<file path="config.mk">
export PLATFORM = sky130hd
export DESIGN_NAME = uart_tx
export DESIGN_NICKNAME = d
export VERILOG_FILES = /design/src/rtl/uart_pkg.sv /design/src/rtl/uart_baud_counter.sv /design/src/rtl/uart_tx.sv
export SDC_FILE = /design/constraint.sdc
export NUM_CORES = 1
export LEC_CHECK = 0
export ABC_AREA = 1
export CAP_MARGIN = 5
export CORE_UTILIZATION = 50
export DETAILED_ROUTE_END_ITERATION = 12
export GPL_TIMING_DRIVEN = 0
export PLACE_DENSITY = 0.76
export SLEW_MARGIN = 30
export SYNTH_ARGS = -nofsm -noshare
export SYNTH_HDL_FRONTEND = slang
export SYNTH_HIERARCHICAL = 1
export SYNTH_SLANG_ARGS = --single-unit
export TNS_END_PERCENT = 100
</file>
<file path="constraint.sdc">
create_clock -name clk -period 1.64 [get_ports clk]
set_input_delay 0.328 -clock clk [delete_from_list [all_inputs] [get_ports clk]]
set_output_delay 0.328 -clock clk [all_outputs]
set_load 0.005 [all_outputs]
</file>
<file path="src/rtl/uart_pkg.sv">
// Shared UART definitions: FSM state type and default bit timing.
// Used by uart_tx and the planned uart_rx.
package uart_pkg;

  typedef enum logic [1:0] {
    IDLE  = 2'd0,
    START = 2'd1,
    DATA  = 2'd2,
    STOP  = 2'd3
  } uart_state_t;

  // 12 MHz clock / 115200 baud
  localparam int CLKS_PER_BIT_DEFAULT = 104;

endpackage : uart_pkg

</file>
<file path="src/rtl/uart_baud_counter.sv">
// Bit-period timer: counts 0..CLKS_PER_BIT-1 while run is high, held at 0 otherwise.
// tick marks the last cycle of each bit period.
module uart_baud_counter
  import uart_pkg::*;
#(
  parameter int CLKS_PER_BIT = CLKS_PER_BIT_DEFAULT
) (
  input  logic clk,
  input  logic rst_n,
  input  logic run,
  output logic tick
);

  localparam int W = (CLKS_PER_BIT > 1) ? $clog2(CLKS_PER_BIT) : 1;
  localparam logic [W-1:0] LAST = W'(CLKS_PER_BIT - 1);

  logic [W-1:0] count;

  assign tick = run && (count == LAST);

  // NOTE: state registers use non-blocking assignments so every flop samples pre-edge values.
  always_ff @(posedge clk) begin
    if (!rst_n || !run) begin
      count <= '0;
    end else if (count == LAST) begin
      count <= '0;
    end else begin
      count <= count + W'(1);
    end
  end

endmodule : uart_baud_counter

</file>
<file path="src/rtl/uart_tx.sv">
// 8N1 UART transmitter with level-sensitive send request and re-arm on send low.
// tx and busy are registered and change on the same edge as the FSM state.
module uart_tx
  import uart_pkg::*;
#(
  parameter int CLKS_PER_BIT = CLKS_PER_BIT_DEFAULT
) (
  input  logic       clk,
  input  logic       rst_n,
  input  logic       io_uart_send,
  input  logic [7:0] io_uart_data,
  output logic       io_uart_tx,
  output logic       io_uart_tx_busy
);

  if (CLKS_PER_BIT < 2) begin : g_bad_clks_per_bit
    $error("uart_tx: CLKS_PER_BIT must be at least 2");
  end

  uart_state_t state;
  logic [7:0]  shift;
  logic [2:0]  bit_idx;
  logic        armed;
  logic        tick;

  uart_baud_counter #(
    .CLKS_PER_BIT(CLKS_PER_BIT)
  ) u_baud (
    .clk  (clk),
    .rst_n(rst_n),
    .run  (state != IDLE),
    .tick (tick)
  );

  // NOTE: reset is synchronous, so everything including the shift register is cleared only on a clock edge.
  always_ff @(posedge clk) begin
    if (!rst_n) begin
      state           <= IDLE;
      shift           <= '0;
      bit_idx         <= '0;
      armed           <= 1'b1;
      io_uart_tx      <= 1'b1;
      io_uart_tx_busy <= 1'b0;
    end else begin
      unique case (state)
        IDLE: begin
          io_uart_tx      <= 1'b1;
          io_uart_tx_busy <= 1'b0;
          if (io_uart_send && armed) begin
            state           <= START;
            shift           <= io_uart_data;
            armed           <= 1'b0;
            io_uart_tx      <= 1'b0;
            io_uart_tx_busy <= 1'b1;
          end else if (!io_uart_send) begin
            armed <= 1'b1;
          end
        end
        START: begin
          if (tick) begin
            state      <= DATA;
            bit_idx    <= '0;
            io_uart_tx <= shift[0];
            shift      <= shift >> 1;
          end
        end
        DATA: begin
          // shift[0] always holds the next bit to put on the line
          if (tick) begin
            if (bit_idx == 3'd7) begin
              state      <= STOP;
              io_uart_tx <= 1'b1;
            end else begin
              bit_idx    <= bit_idx + 3'd1;
              io_uart_tx <= shift[0];
              shift      <= shift >> 1;
            end
          end
        end
        STOP: begin
          if (tick) begin
            state           <= IDLE;
            io_uart_tx      <= 1'b1;
            io_uart_tx_busy <= 1'b0;
          end
        end
        default: state <= IDLE;
      endcase
    end
  end

endmodule : uart_tx

</file>
==> run summary <==
Slew @ Worst Pin = 238 ps
Sequential Power Share = 0.314
Async SR Flop Fraction = 0
flops & latches, synth = 23
fmax = 625 MHz
Worst EP arrival = 1820 ps
period utilization = 0.976
P per Cell Area = 1460 mW/mm^2
WP buf/inv = 3
commonest non-fill, non-tap cell in the layout = nand2_1
Crit Path Class = reg2reg
Required @ worst endpoint = 1860 ps
Setup-failing EPs final = 0
Reg2Reg Depth = 11
H-Tree Level Count = 1
Distinct cells, synth = 25
Max Cap Violations = 0
Final Hold Fails = 0
largest net degree at the start of global routing = 14
critical path's top delay family = simple AND/OR/NAND/NOR gates
core area = 0.00250 mm^2
drt pass-1 iters = 4
CTS tree = yes
status = completed
Hold-fix buffers, CTS = 0
register area share after synthesis = 0.344
Reg clk slew, reported paths = 130 ps
Hold Crit Depth = 1
Residual DRC = 0
Largest stage delay, worst path = 380 ps
Die Wd = 53.7 um
Gate power share = 0.577
post-layout min period = 1600 ps
max-slew violation count = 0
dpl hpwl = 1800 um
Ports = 13
Ant. Diodes = 0
First DRT Iteration DRCs = 23
Cell Int Power = 1390 uW
Final Wtd Congestion = 0.855
row count = 18
global-route wire length before repair = 3820 um
Die Span Y = 53.7 um
slew margin rel. = 0.840
I/O Buffers = 12
vias in the first global route = 962
layout cells sized above 1 = 0.226
vias = 1195
later-pin clock latency in the skew report = 310 ps
Final ANT Viol Nets = 0
RSZ-0062 raised after global routing = yes
net switching power = 1010 uW
Ys Warns = 6
Mapped Area = 0.00134 mm^2
Initial Util = 0.535
total gr overflow = 0
Peak VDD IR = 0.00123 V
reg2reg setup slack = 40 ps
Worst Hold End = u_baud/count[0]
Root Buffer = clkbuf_4
Sw Share = 0.421
clock power share = 0.110
clock tree buffer depth = 2
Leak = 0.000759 uW
clock sinks = 23
Post-Syn Instances = 195
Hold WC Path Type = reg2reg
Syn Area/Cell = 6.86 um^2
most frequent cells in the layout = nand2_1, inv_1, nor2_1
clk_skew = 4.62 ps
Synthesized Nets = 215
area delta synth->final = 23.4%
cell area after layout = 0.00165 mm^2
FF-to-FF End = shift[1]
CTS buffer count = 3
global-route usage over all layers = 0.181
die area = 0.00289 mm^2
number of synthesized flops with an enable pin = 0
Setup crit end kind = flip-flop
ys flop type = dfxtp_1
Reg-to-Reg Start = u_baud/count[1]
DRT Wirelength = 2490 um
initial antenna violation count = 0
Cell Area, Placed = 0.00150 mm^2
crit path cell chain = ha_4, inv_2, nor2_2, nand3_2, nor2_4, inv_2, nand2_4, nand3_4, clkbuf_16, nor2_1, nor2_1
Final Core Density = 0.660
Final nets = 238
Hold Startpoint = u_baud/count[0]
CP startpoint kind = flip-flop
crit path max fanout = 6
slowest library cell on the worst path = dfxtp_2
vias per cell = 4.84
Avg WL per Cell = 10.1 um
==> sequential cells by signal, indices dropped and copies added, names as in the netlist <==
signal	cells
state	2
u_baud/count	7
shift	8
io_uart_tx_busy	1
io_uart_tx	1
bit_idx	3
armed	1
==> worst max path at each step <==
| stage | cells past startpoint | end | from | slack, ps |
|---|---|---|---|---|
| floorplan | 11 | shift[0] | state[0] | 70 |
| global placement | 11 | shift[3] | state[0] | -120 |
| detailed placement | 11 | shift[4] | state[0] | -180 |
| CTS | 11 | shift[4] | u_baud/count[0] | 1 |
| global route | 12 | shift[4] | u_baud/count[1] | -30 |
| finish | 11 | shift[1] | u_baud/count[1] | 40 |
==> cells in the mapped netlist (5+ instances only) <==
| cell | count | area share |
|---|---|---|
| inv_1 | 30 | 0.084 |
| a21oi_1 | 6 | 0.022 |
| nor2_1 | 33 | 0.093 |
| dfxtp_1 | 23 | 0.34 |
| nand2_2 | 5 | 0.023 |
| nand2_1 | 51 | 0.14 |
| nand3_1 | 5 | 0.019 |
| o21ai_0 | 11 | 0.041 |
| ha_1 | 9 | 0.084 |
==> cell type report <==
cell class / count / area (um^2)
plain buffers: 4 / 38.8
clock buffers: 3 / 22.5
clock inverters: 1 / 5.00
fillers: 210 / 850
inverters: 32 / 123
multi-input cells: 136 / 772
flip-flops and latches: 23 / 465
well taps: 30 / 37.5
repair buffers: 18 / 186
==> kinds of logic (layout without fill, tap and decap cells) <==
group / after synthesis / in the layout / share of synthesized area
flops: 23 / 23 / 0.344
simple gates: 106 / 106 / 0.358
compound gates: 20 / 20 / 0.0889
fa+ha+maj: 9 / 9 / 0.0842
buf+inv: 36 / 58 / 0.118
xor+xnor: 1 / 1 / 0.00655
==> through the flow <==
stage	total power, uW	hold WS [ps]	setup TNS [ps]	worst slack [ps]	std cells
6_report	2400	449	0	39.1	247
5_1_grt	2610	467	-180	-33.7	247
4_1_cts	2160	429	0	1.40	244
3_5_place_dp	1850	442	-1610	-183	237
3_3_place_gp	1820	431	-1080	-118	237
2_1_floorplan	1610	417	0	65.4	195
==> metal layers <==
metal	vias up	global-route usage	routed length, um
li1	637	-	-
met1	529	0.224	1140
met2	25	0.309	1260
met3	4	0.0254	78
met4	0	0.0789	23
met5	-	0	0
==> power by group through the flow <==
stage	registers, uW	clock network (uW)	logic [uW]
final	754	264	1390
after detailed placement	768	0	1080
after global routing	767	293	1550
after floorplan	754	0	859
after global placement	760	0	1060
after CTS	750	273	1140
==> what timing repair did <==
action,in CTS,in global routing
endpoints found under the hold margin,0,0
pin swaps,1,4
setup buffers,3,2
gates cloned,0,1
gates resized for setup,8,17
endpoints found under the setup margin,12,11
Power figures use the tool's default switching activity.
==> edit 1, RTL diff (same flow settings) <==
Set the package constant `CLKS_PER_BIT_DEFAULT` to 52 (it was 104).
--- a/src/rtl/uart_pkg.sv
+++ b/src/rtl/uart_pkg.sv
@@ -12,3 +12,3 @@
   // 12 MHz clock / 115200 baud
-  localparam int CLKS_PER_BIT_DEFAULT = 104;
+  localparam int CLKS_PER_BIT_DEFAULT = 52;
 
Behaviour: same outputs for any inputs over 10 cycles, from zero or initial values and one cycle with rst_n low; that may be too few to reach the edited logic, so the function may still have changed.
==> edit 1 against the unedited design <==
- power shrank 3.4%
- critical endpoint is now shift[5]
- critical path depth shrank 2
- design area shrank 6.3%
- critical path type unchanged
- sequential cell count shrank 1
- synthesized area shrank 5.1%
- combinational power shrank 8%
- highest routed layer unchanged
- worst setup slack gained 0.031 ns
- first-iteration DRC count shrank 26%
- core utilization grew 1.3 points
- wire length shrank 2.5%
- hold slack gained 0.042 ns
- sequential power shrank 2.7%
- largest cell class unchanged
==> edit 1: results (changes against the unedited design) <==
critical_path:
  path_max_fanout: 8  # +2
  crit_arrival_ns: 1.83
  cp_slowest_stage_delay_ns: 0.34  # -0.04 ns
  cpLargestDelayFamily: "buffers and inverters"
synth:
  post_synth_main_area_contributors: "dfxtp_1, nand2_1, nor2_1"
  synth_cell_types: 24  # -4.0%
  synth_common_cells: "nand2_1, nor2_1, inv_1"
  avgSynthCellArea_um2: 6.86  # about the same
pwr:
  p_leak_uw: 0.000740  # -2.5%
grt:
  grt.total_usage_pct: 20.2  # +2.1 points
  grt_pass1_vias: 1066  # +11%
  grt_max_degree: 13  # -1
  grt_pass1_wl_mm: 4.06  # +6.5%
status:
  status: "finished, final reports clean"
sta:
  skew_ns: 0.00126  # -0.00336 ns
  finalHoldWorstSlack_ns: 0.492  # +0.0423 ns
  fmax_mhz: 637  # +2.0%
worst_hold_path:
  worstHoldPathType: "flip-flop to flip-flop"
place:
  dp_worst_setup_slack_ns: -0.175  # +0.00729 ns
  gp_congestion: 0.800  # -6.3%
  dp_hpwl_mm: 1.81  # +0.48%
detailed_routing:
  wl_per_cell_um: 10.4  # +2.9%
  drtIter0Drc: 17  # -26%
finish:
  drive_gt1_share_pct: 18.0  # -4.6 points
  largestRegisters: "shift (8), u_baud/count (6), bit_idx (3)"
  nFillCells: 199  # -5.2%
clock_tree:
  root_buffer: "clkbuf_4"
[edit 1: path summary, 6_finish.rpt]
check,endpoint,depth (start not counted),startpoint
setup reg to reg,shift[5],9,state[1]
hold reg to reg,io_uart_tx,2,io_uart_tx
hold / removal,io_uart_tx,2,io_uart_tx
setup / recovery,shift[5],9,state[1]
[edit 1: logic make-up after synthesis]
group / Yosys count / synth area share [%]
compound gates: 20 / 9.27
xor+xnor: 2 / 1.38
fa+ha+maj: 9 / 8.88
buf+inv: 34 / 11.8
flops: 22 / 34.7
simple gates: 98 / 33.9
[edit 1: layer usage]
| metal | share of wire [%] | up-vias | global-route usage, % |
|---|---|---|---|
| met2 | 52 | 15 | 38.8 |
| met4 | 1.0 | 0 | 5.70 |
| met5 | 0 | - | 0 |
| met1 | 43 | 497 | 20.4 |
| met3 | 3.4 | 4 | 6.38 |
| li1 | - | 605 | - |
[edit 1: cell type report]
cell class	count	area, um^2	area share (%)
buffer	4	38.8	2.51
clock buffer	4	36.3	2.35
inverter	30	115	7.44
multi-input combinational	129	701	45.3
sequential	22	445	28.8
tap	28	35.0	2.27
timing repair buffer	17	175	11.3
[edit 1: report_power, final]
part | total, uW | internal, uW | switching (uW)
sequential | 734 | 672 | 61.9
clock | 307 | 136 | 171
combinational | 1280 | 558 | 723
total | 2320 | 1370 | 955
[edit 1: stage by stage]
stage | cell area, um^2 | TNS (ns)
finish | 1550 | 0
detailed placement | 1420 | -1.63
global route | 1550 | 0
CTS | 1490 | 0
floorplan | 1270 | 0
global placement | 1420 | -1.02
[edit 1: what timing repair did]
item	4_1_cts	5_1_grt
gates cloned	0	1
pin swaps	0	3
setup endpoints to repair	13	13
resized for setup	6	9
setup buffers	2	2
==> edit 2, RTL diff (same flow settings) <==
Made on the original files. Encoding of `uart_state_t`: now one-hot (4 bits for 4 states).
--- a/src/rtl/uart_pkg.sv
+++ b/src/rtl/uart_pkg.sv
@@ -4,7 +4,7 @@
 
-  typedef enum logic [1:0] {
-    IDLE  = 2'd0,
-    START = 2'd1,
-    DATA  = 2'd2,
-    STOP  = 2'd3
+  typedef enum logic [3:0] {
+    IDLE  = 4'b0001,
+    START = 4'b0010,
+    DATA  = 4'b0100,
+    STOP  = 4'b1000
   } uart_state_t;
Function: no difference found for any inputs over 10 cycles, from zero or initial values and one cycle with rst_n low; not proved beyond that.
==> edit 2 against the unedited design <==
- wire length grew 6.3%
- power up 0.75%
- worst setup slack gained 0.0030 ns
- clock power is 4% higher
- sequential cell count is 2 higher
- core utilization is 1.6 points lower
- count of clock-buffer cells in the layout increased by 1
- die area grew 4.2%
- clock skew grew 0.0013 ns
- design area rose by 0.23%
- global-route usage shrank 0.40 points
- synthesized area up 4.4%
- critical endpoint is now shift[2]
- largest power group unchanged
==> edit 2: results (changes against the unedited design) <==
critical_path:
  path_max_fanout: 6  # unchanged
  cp_slowest_stage_delay_ns: 0.40  # +0.02 ns
  cpLargestDelayFamily: "simple AND/OR/NAND/NOR gates"
  cpMaxStageDelayCell: "dfxtp_2"
  cp-startpoint: "u_baud/count[0]"
  crit_end: "shift[2]"
clock_tree:
  worstSkewPairLatency_ns: 0.31  # about the same
  path_clk_slew_ns: 0.14
  cts_made_buffers: 3  # unchanged
detailed_routing:
  drtIter0Drc: 17  # -26%
  met3WireLength_um: 52  # -33%
  wl_met1_mm: 1.28  # +13%
  wl_per_cell_um: 10.3  # +1.7%
  via_count: 1262  # +5.6%
  met2WireLength_mm: 1.30  # +3.2%
  dr.pass1.iters: 4  # unchanged
finish:
  stdcell_count: 258  # +4.5%
  n_antenna_cell: 0  # unchanged
  multiInputGateArea_um2: 810  # +4.9%
  finalNetCount: 243  # +2.1%
  largestRegisters: "shift (8), u_baud/count (7), state (4)"
  num-clock-buffers: 4  # +1
  clk_share_pct: 1.59  # -0.079 points
  inverters_excl_clock: 29  # -9.4%
  multi_input_cells: 153  # +13%
  buf_share_pct: 10.1  # -3.6 points
  nFillCells: 259  # +23%
  seq_share_pct: 30.6  # +2.4 points
  drive_gt1_share_pct: 22.4  # -0.21 points
  nonClockBufferCount: 17  # -23%
grt:
  use_met1_pct: 21.7  # -0.69 points
  grt.total_usage_pct: 17.7  # -0.40 points
  met3_usage_pct: 2.78  # +0.24 points
  grt_pass1_wl_mm: 3.86  # +1.3%
  grt_pass1_vias: 950  # -1.2%
  use_met2_pct: 30.7  # -0.14 points
synth:
  synth_seq_cells: 25  # +8.7%
  synth_warnings: 6  # unchanged
  synth_cell_types: 24  # -4.0%
  syn_nets: 224  # +4.2%
  synth_cells: 210  # +7.7%
  synth_common_cells: "nand2_1, nor2_1, dfxtp_1"
  post_synth_main_area_contributors: "dfxtp_1, nand2_1, nor2_1"
  ys_seq_area_share_pct: 35.8  # +1.4 points
  async_flop_share_pct: 0  # unchanged
sta:
  finalHoldWorstSlack_ns: 0.472  # +0.0221 ns
  skew_ns: 0.00595  # +0.00133 ns
  worst_pin_slew_ns: 0.278  # +0.0395 ns
  fmax_mhz: 626  # +0.19%
place:
  dp_hpwl_mm: 1.86  # +3.1%
  placed_cells: 252  # +6.3%
  gp_congestion: 0.822  # -3.8%
  dp_worst_setup_slack_ns: -0.117  # +0.0657 ns
  dpl-instance-area_um2: 1550  # +3.9%
pwr:
  p_leak_uw: 0.000750  # -1.1%
  max-vdd-ir-drop_uv: 1010  # -18%
  power_density_nw_per_um2: 1460  # +0.52%
worst_hold_path:
  min_path_cells: 1  # unchanged
status:
  status: "finished, final reports clean"
-- edit 2: cell count changes after synthesis, sizes merged, moves of 2 or more --
cell and change:
nor2 +2, inv -3, nand3 +8, o21ai +3
dfxtp +2, ha -6, nand2 +10
-- edit 2: logic make-up after synthesis --
family,share of synthesized area [%]
buffers and inverters,9.77
XOR/XNOR,0.627
flip-flops,35.8
AO/OA/AOI/OAI,9.32
AND/OR/NAND/NOR,41.8
adder cells (fa/ha/maj),2.69
-- edit 2: repair_timing --
| item | 4_1_cts | 5_1_grt |
|---|---|---|
| endpoints found under the setup margin | 9 | 12 |
| gates resized for setup | 4 | 17 |
| setup buffers | 0 | 1 |
| pin swaps | 0 | 5 |
| cloned | 0 | 1 |
| hold buffers | 0 | 0 |
-- edit 2: power breakdown --
part | switching [uW] | internal, uW
clock network | 179 | 94.8
registers | 105 | 765
logic | 755 | 523
